**src/rtl/dmem_pkg.sv**
```systemverilog
`default_nettype none
// ============================================================================
// Module   : dmem_pkg
// Brief    : Shared encodings and helpers for the dmem_cache data cache.
// Revision : 1.0
// ============================================================================
package dmem_pkg;

    localparam int OFFSET_BITS = 4;

    localparam logic [1:0] MC_BYTE = 2'b00;
    localparam logic [1:0] MC_HALF = 2'b01;
    localparam logic [1:0] MC_WORD = 2'b10;
    localparam int         MC_UNSIGNED = 2;

    typedef enum logic [1:0] {
        IDLE   = 2'd0,
        REFILL = 2'd1,
        WRITE  = 2'd2,
        BYPASS = 2'd3
    } state_e;

    function automatic logic is_misaligned(input logic [1:0] size, input logic [1:0] lsb);
        case (size)
            MC_BYTE: return 1'b0;
            MC_HALF: return lsb[0];
            default: return lsb != 2'b00;
        endcase
    endfunction

endpackage
`default_nettype wire

```
**src/rtl/dmem_cache_load_extend.sv**
```systemverilog
`default_nettype none
// ============================================================================
// Module   : load_extend
// Brief    : Selects the addressed byte/half of a word and sign/zero extends it.
// Revision : 1.0
// ============================================================================
module load_extend #(
    parameter int DATA_WIDTH = 32
) (
    input  logic [DATA_WIDTH-1:0] word_i,
    input  logic [1:0]            lsb_i,
    input  logic [2:0]            ctrl_i,
    output logic [DATA_WIDTH-1:0] rd_o
);
    import dmem_pkg::*;

    logic [7:0]  w_byte;
    logic [15:0] w_half;

    always_comb begin
        w_byte = word_i[{lsb_i, 3'b000} +: 8];
        w_half = word_i[{lsb_i[1], 4'b0000} +: 16];
        rd_o   = word_i;
        case (ctrl_i[1:0])
            MC_BYTE: rd_o = ctrl_i[MC_UNSIGNED] ? {{(DATA_WIDTH-8){1'b0}}, w_byte}
                                                : {{(DATA_WIDTH-8){w_byte[7]}}, w_byte};
            MC_HALF: rd_o = ctrl_i[MC_UNSIGNED] ? {{(DATA_WIDTH-16){1'b0}}, w_half}
                                                : {{(DATA_WIDTH-16){w_half[15]}}, w_half};
            default: rd_o = word_i;
        endcase
    end

endmodule
`default_nettype wire

```
**src/rtl/dmem_cache.sv**
```systemverilog
`default_nettype none
// ============================================================================
// Module   : dmem_cache
// Brief    : Direct-mapped, write-through, no-write-allocate data cache.
// Revision : 1.0
// ============================================================================
module dmem_cache #(
    parameter int DATA_WIDTH = 32,
    parameter int SETS       = 16,
    parameter int LINE_WORDS = 4
) (
    input  logic                  clk,
    input  logic                  rst,
    input  logic [DATA_WIDTH-1:0] a,
    input  logic [2:0]            memCtrl,
    input  logic                  re,
    input  logic                  we,
    input  logic [DATA_WIDTH-1:0] wd,
    output logic [DATA_WIDTH-1:0] rd,
    output logic                  stall,
    output logic                  mem_req,
    output logic                  mem_we,
    output logic [DATA_WIDTH-1:0] mem_addr,
    output logic [2:0]            mem_ctrl,
    output logic [DATA_WIDTH-1:0] mem_wd,
    input  logic [DATA_WIDTH-1:0] mem_rd,
    input  logic                  mem_ack
);
    import dmem_pkg::*;

    localparam int IDX_W = $clog2(SETS);
    localparam int TAG_W = DATA_WIDTH - OFFSET_BITS - IDX_W;

    logic [DATA_WIDTH-1:0] data_q [SETS][LINE_WORDS];
    logic [TAG_W-1:0]      tag_q  [SETS];
    logic [SETS-1:0]       valid_q;

    state_e                state_q, state_d;
    logic [1:0]            cnt_q, cnt_d;
    logic                  mem_req_q, mem_req_d;
    logic                  mem_we_q, mem_we_d;
    logic [DATA_WIDTH-1:0] mem_addr_q, mem_addr_d;
    logic [2:0]            mem_ctrl_q, mem_ctrl_d;
    logic [DATA_WIDTH-1:0] mem_wd_q, mem_wd_d;

    logic [IDX_W-1:0]      w_idx;
    logic [TAG_W-1:0]      w_tag;
    logic [1:0]            w_word;
    logic                  w_hit, w_ack, w_misalign;
    logic [DATA_WIDTH-1:0] w_cached, w_ext, w_merged;
    logic                  w_refill_start, w_refill_wr, w_line_done, w_store_wr;

    assign w_idx      = a[OFFSET_BITS +: IDX_W];
    assign w_tag      = a[DATA_WIDTH-1 -: TAG_W];
    assign w_word     = a[3:2];
    assign w_hit      = valid_q[w_idx] && (tag_q[w_idx] == w_tag);
    assign w_ack      = mem_ack && mem_req_q;
    assign w_cached   = data_q[w_idx][w_word];
    assign w_misalign = is_misaligned(memCtrl[1:0], a[1:0]);

    load_extend #(.DATA_WIDTH(DATA_WIDTH)) u_load_extend (
        .word_i (w_cached),
        .lsb_i  (a[1:0]),
        .ctrl_i (memCtrl),
        .rd_o   (w_ext)
    );

    // Store-hit merge keeps the cached word coherent with the write-through.
    always_comb begin
        w_merged = w_cached;
        case (memCtrl[1:0])
            MC_BYTE: w_merged[{a[1:0], 3'b000} +: 8]  = wd[7:0];
            MC_HALF: w_merged[{a[1], 4'b0000} +: 16]  = wd[15:0];
            default: w_merged = wd;
        endcase
    end

    always_comb begin
        state_d        = state_q;
        cnt_d          = cnt_q;
        mem_req_d      = mem_req_q;
        mem_we_d       = mem_we_q;
        mem_addr_d     = mem_addr_q;
        mem_ctrl_d     = mem_ctrl_q;
        mem_wd_d       = mem_wd_q;
        stall          = 1'b0;
        rd             = '0;
        w_refill_start = 1'b0;
        w_refill_wr    = 1'b0;
        w_line_done    = 1'b0;
        w_store_wr     = 1'b0;
        case (state_q)
            IDLE: begin
                if (we) begin
                    state_d    = WRITE;
                    stall      = 1'b1;
                    mem_req_d  = 1'b1;
                    mem_we_d   = 1'b1;
                    mem_addr_d = a;
                    mem_ctrl_d = memCtrl;
                    mem_wd_d   = wd;
                end else if (re) begin
                    if (w_misalign) begin
                        state_d    = BYPASS;
                        stall      = 1'b1;
                        mem_req_d  = 1'b1;
                        mem_we_d   = 1'b0;
                        mem_addr_d = a;
                        mem_ctrl_d = memCtrl;
                    end else if (w_hit) begin
                        rd = w_ext;
                    end else begin
                        state_d        = REFILL;
                        stall          = 1'b1;
                        cnt_d          = 2'd0;
                        mem_req_d      = 1'b1;
                        mem_we_d       = 1'b0;
                        mem_addr_d     = {a[DATA_WIDTH-1:OFFSET_BITS], {OFFSET_BITS{1'b0}}};
                        mem_ctrl_d     = {1'b0, MC_WORD};
                        w_refill_start = 1'b1;
                    end
                end
            end
            REFILL: begin
                stall = 1'b1;
                if (w_ack) begin
                    w_refill_wr = 1'b1;
                    cnt_d       = cnt_q + 2'd1;
                    if (cnt_q == 2'd3) begin
                        state_d     = IDLE;
                        mem_req_d   = 1'b0;
                        w_line_done = 1'b1;
                    end else begin
                        mem_addr_d = {a[DATA_WIDTH-1:OFFSET_BITS], cnt_q + 2'd1, 2'b00};
                    end
                end
            end
            WRITE: begin
                stall = !w_ack;
                if (w_ack) begin
                    w_store_wr = w_hit;
                    state_d    = IDLE;
                    mem_req_d  = 1'b0;
                    mem_we_d   = 1'b0;
                end
            end
            BYPASS: begin
                stall = !w_ack;
                if (w_ack) begin
                    rd        = mem_rd;
                    state_d   = IDLE;
                    mem_req_d = 1'b0;
                end
            end
            default: state_d = IDLE;
        endcase
    end

    always_ff @(posedge clk) begin
        if (rst) begin
            state_q    <= IDLE;
            cnt_q      <= 2'd0;
            valid_q    <= '0;
            mem_req_q  <= 1'b0;
            mem_we_q   <= 1'b0;
            mem_addr_q <= '0;
            mem_ctrl_q <= 3'b000;
            mem_wd_q   <= '0;
        end else begin
            state_q    <= state_d;
            cnt_q      <= cnt_d;
            mem_req_q  <= mem_req_d;
            mem_we_q   <= mem_we_d;
            mem_addr_q <= mem_addr_d;
            mem_ctrl_q <= mem_ctrl_d;
            mem_wd_q   <= mem_wd_d;
            // The line is invalid while it is being overwritten word by word.
            if (w_refill_start) valid_q[w_idx] <= 1'b0;
            if (w_line_done)    valid_q[w_idx] <= 1'b1;
        end
    end

    always_ff @(posedge clk) begin
        if (w_refill_wr) data_q[w_idx][cnt_q]  <= mem_rd;
        if (w_store_wr)  data_q[w_idx][w_word] <= w_merged;
        if (w_line_done) tag_q[w_idx]          <= w_tag;
    end

    assign mem_req  = mem_req_q;
    assign mem_we   = mem_we_q;
    assign mem_addr = mem_addr_q;
    assign mem_ctrl = mem_ctrl_q;
    assign mem_wd   = mem_wd_q;

endmodule
`default_nettype wire

```
**config.mk**
```make
export PLATFORM = sky130hd
export DESIGN_NAME = dmem_cache
export DESIGN_NICKNAME = d
export VERILOG_FILES = /design/src/rtl/dmem_pkg.sv /design/src/rtl/dmem_cache_load_extend.sv /design/src/rtl/dmem_cache.sv
export SDC_FILE = /design/constraint.sdc
export NUM_CORES = 2
export LEC_CHECK = 0
export ABC_CLOCK_PERIOD_IN_PS = 9200
export CAP_MARGIN = 20
export CELL_PAD_IN_SITES_DETAIL_PLACEMENT = 1
export CELL_PAD_IN_SITES_GLOBAL_PLACEMENT = 1
export CORE_ASPECT_RATIO = 1.2
export CORE_MARGIN = 2
export CORE_UTILIZATION = 29
export DETAILED_ROUTE_END_ITERATION = 12
export PLACE_DENSITY = 0.49
export REMOVE_ABC_BUFFERS = 1
export SYNTH_ARGS = -nofsm -noshare
export SYNTH_HDL_FRONTEND = slang
export SYNTH_HIERARCHICAL = 1
export SYNTH_SLANG_ARGS = --single-unit
```
**constraint.sdc**
```tcl
create_clock -name clk -period 9.2 [get_ports clk]
set_clock_uncertainty 0.15 [all_clocks]
set_input_delay 1.84 -clock clk [delete_from_list [all_inputs] [get_ports clk]]
set_output_delay 1.84 -clock clk [all_outputs]
set_load 0.005 [all_outputs]
```
==> results by group <==
Status
  – Status: finished, final reports clean

Setup path
  – Crit-path slowest cell: clkdlybuf4s50_1
  – R2r endpoint: data_q[12][35]
  – Crit path max fanout: 48
  – CP required: 7210 ps
  – Crit path largest cell delay: around 860 ps
  – Endpoint class of the critical path: output pin
  – R2R Setup Slk: 4050 ps
  – Crit path DAT: 6790 ps
  – Crit start category: input pin
  – CP cell instances: clkdlybuf4s50_1 > inv_1 > a2bb2oi_1 > nand3_1 > or3_1 > a32oi_1 > or4b_1 > or3_2 > buf_4 > or3_1 > a21oi_1 > clkdlybuf4s50_1
  – WS Path Type: in2out
  – Worst Reg-to-Reg Cells: 13
  – Worst R2R Start: tag_q[9][3]

Clock network
  – Clock sink count: 2521
  – Worst skew pair latency: 920 ps
  – Root buffer cell: clkbuf_16
  – CTS tree: yes
  – Post-CTS Resized: 0
  – H-tree depth: 5
  – Register clock-pin slew on the reported worst setup and hold paths: approximately 60 ps
  – CTS Buf Count: 285
  – Clock buffer depth: 4
  – Post-CTS Hold Buffers: 0
  – Setup bufs post-CTS: 0

Min path
  – Min-Delay Path Depth: 2
  – Worst hold start: mem_wd[31]
  – Hold Path Class: reg2reg
  – Min-Delay Endpoint: mem_wd[31]

STA
  – RSZ-0062 raised after global routing: no
  – Worst-Margin Slew: roughly 1200 ps
  – Final setup viols: 0
  – Pins Over Slew Limit: 0
  – Fin crit share: 95.4%
  – FMAX: 114 MHz
  – Final hold vios: 0
  – Max_slew headroom: a little over a fifth
  – TNS Setup: 0 ps
  – Final min period: 8780 ps

Route
  – DR vias/cell: 5.23
  – Via count: 52194
  – Initial DRT Pass Iterations: 5
  – Routed WL per cell: 34.7 microns
  – DRT iter0 DRCs: slightly above 5000
  – Post-route DRC: 0
  – Antenna-violating nets left: 0
  – Final WL: roughly 350 mm

Yosys
  – Synthesized instance count: between 4000 and 5000
  – Ys async rst share: 0%
  – Most common cell in the synthesized netlist: edfxtp_1
  – Top cells by area, synth: edfxtp_1 73%, mux4_2 17%, dfxtp_1 1.8%, mux2_2 1.5%, nand2_1 0.79%
  – Leading area contributor after synthesis: edfxtp_1
  – Seq/Total Area, Yosys: about three quarters
  – Distinct cell type count after synthesis: 68
  – Synth cell count leaders: 2432 x edfxtp_1, 755 x mux4_2, 213 x nand2_1
  – Number of synthesized register bits: 2521
  – Predominant post-synthesis flop cell: edfxtp_1
  – Ys Warns: 6
  – Synthesized area per cell: around 21 sq um
  – Mapped Area: ~100000 sq um
  – Number of flops mapped to enable cells by yosys: 2432
  – Area share of the largest cell type after synthesis: 72.6%

Floorplanning
  – Initial Utilization: between 20% and 30%
  – Core region area: 346000 sq um
  – Boundary Pins: 206
  – Die height: approximately 650 microns
  – Row cnt: 237
  – Die Area: 352000 sq um
  – DIE WIDTH: around 540 microns

Cells and area
  – Final instance area: 119000 sq um
  – # nets final: roughly 5300
  – Area Overhead vs Synth: 18.2%
  – Share of layout cells above drive strength 1: 30.1%

Global route
  – Wire length of the first global-routing pass: 477 mm
  – Initial antenna violation count: 34
  – Remaining global-route overflow: 0
  – Pin count of the biggest net entering global routing: 77
  – Vias in the first global route: 55520
  – Tot GR Track Use: between 10% and 20%

Placement
  – Placer Congestion: 0.825
  – DPL Wire Length: 221 mm
  – DP Area: 110000 sq um
  – Port Buffers: 205

Power
  – Leak: 0.0367 uW
  – Power Density: 219 nW/um^2
  – Peak supply drop: 0.146 mV

Flow run
  – MaxCap Viol Count: 0
## power by group
part / internal, uW / leakage (uW) / switching [uW]
logic: 818 / 0.00982 / 1490
registers: 12700 / 0.0226 / 71.0
clock network: 6300 / 0.00427 / 4690
## registers in the layout, summed over array words and instances, names as in the netlist
name and cells:
mem_wd 32, mem_ctrl 3, tag_q 384, state_q 2
data_q 2048, mem_req 1, mem_addr 32, mem_we 1
cnt_q 2, valid_q 16
## layout make-up
type / instances / area [sq um]
Antenna cell: 18 / 45.0
Clock buffer: 371 / 7670
Clock inverter: 136 / 1100
Fill cell: 33874 / 227000
Inverter: 59 / 229
Multi-Input combinational cell: 1874 / 25000
Sequential cell: 2521 / 74800
Tap cell: 4541 / 5680
Timing Repair Buffer: 466 / 4380
## through the flow
| step | instances | hold slack [ps] | utilization [%] | power (uW) | setup slack (ps) |
|---|---|---|---|---|---|
| 2_1_floorplan | 4454 | 297 | - | 13900 | -1860 |
| 3_3_place_gp | 9454 | 294 | 31.8 | 15300 | 588 |
| 3_5_place_dp | 9461 | 304 | 31.8 | 15300 | 543 |
| 4_1_cts | 9968 | 315 | 34.3 | 26300 | 521 |
| 5_1_grt | 9975 | 329 | 34.3 | 26800 | 87.7 |
| 6_report | 9986 | 314 | 34.3 | 26000 | 423 |
## how the worst max path moves through the flow
stage                     start  endpoint  slack [ps]  depth (start not counted)
after CTS                  a[5]    rd[18]         520                         13
after global routing      a[13]    rd[18]          90                         12
final                     a[13]    rd[18]         420                         12
after detailed placement   a[5]    rd[18]         540                         13
after global placement     a[5]    rd[15]         590                         15
after floorplan            a[7]     rd[0]       -1860                          7
## layer usage
layer / GRT usage (%) / wire length, microns
met1: 25.7 / 144000
met2: 33.0 / 173000
met4: 5.93 / 10800
met3: 3.22 / 18400
met5: 0 / 82
## placed cells by master, fill, tap and decap left out, types with 58 or more instances in the layout
| cell | Yosys | layout |
|---|---|---|
| a21oi_1 | 123 | 119 |
| nand2_1 | 213 | 208 |
| inv_1 | 59 | 58 |
| mux4_2 | 755 | 755 |
| clkinv_1 | 0 | 66 |
| nor2_4 | 0 | 80 |
| clkdlybuf4s50_1 | 0 | 196 |
| edfxtp_1 | 2432 | 2432 |
| o21ai_0 | 74 | 73 |
| mux2_2 | 137 | 137 |
| buf_4 | 14 | 234 |
| dfxtp_1 | 89 | 89 |
| mux2i_1 | 72 | 72 |
| clkbuf_1 | 126 | 75 |
| clkbuf_16 | 0 | 294 |
## worst max-delay path: cells and delay by family
| family | cells | cell delay [ps] |
|---|---|---|
| AO/OA/AOI/OAI | 3 | 670 |
| buffers and inverters | 4 | 2260 |
| AND/OR/NAND/NOR | 5 | 1850 |
## cells by family (layout without fill, tap and decap cells)
group,count (synthesis),in the layout,share of synthesized area (%)
compound gates,369,369,2.39
buf+inv,333,1032,1.49
mux,964,964,19.1
flops,2521,2521,74.3
xor+xnor,17,17,0.148
simple gates,511,511,2.35
other cells,0,18,0
fa+ha+maj,13,13,0.162
Power figures use the tool's default switching activity.
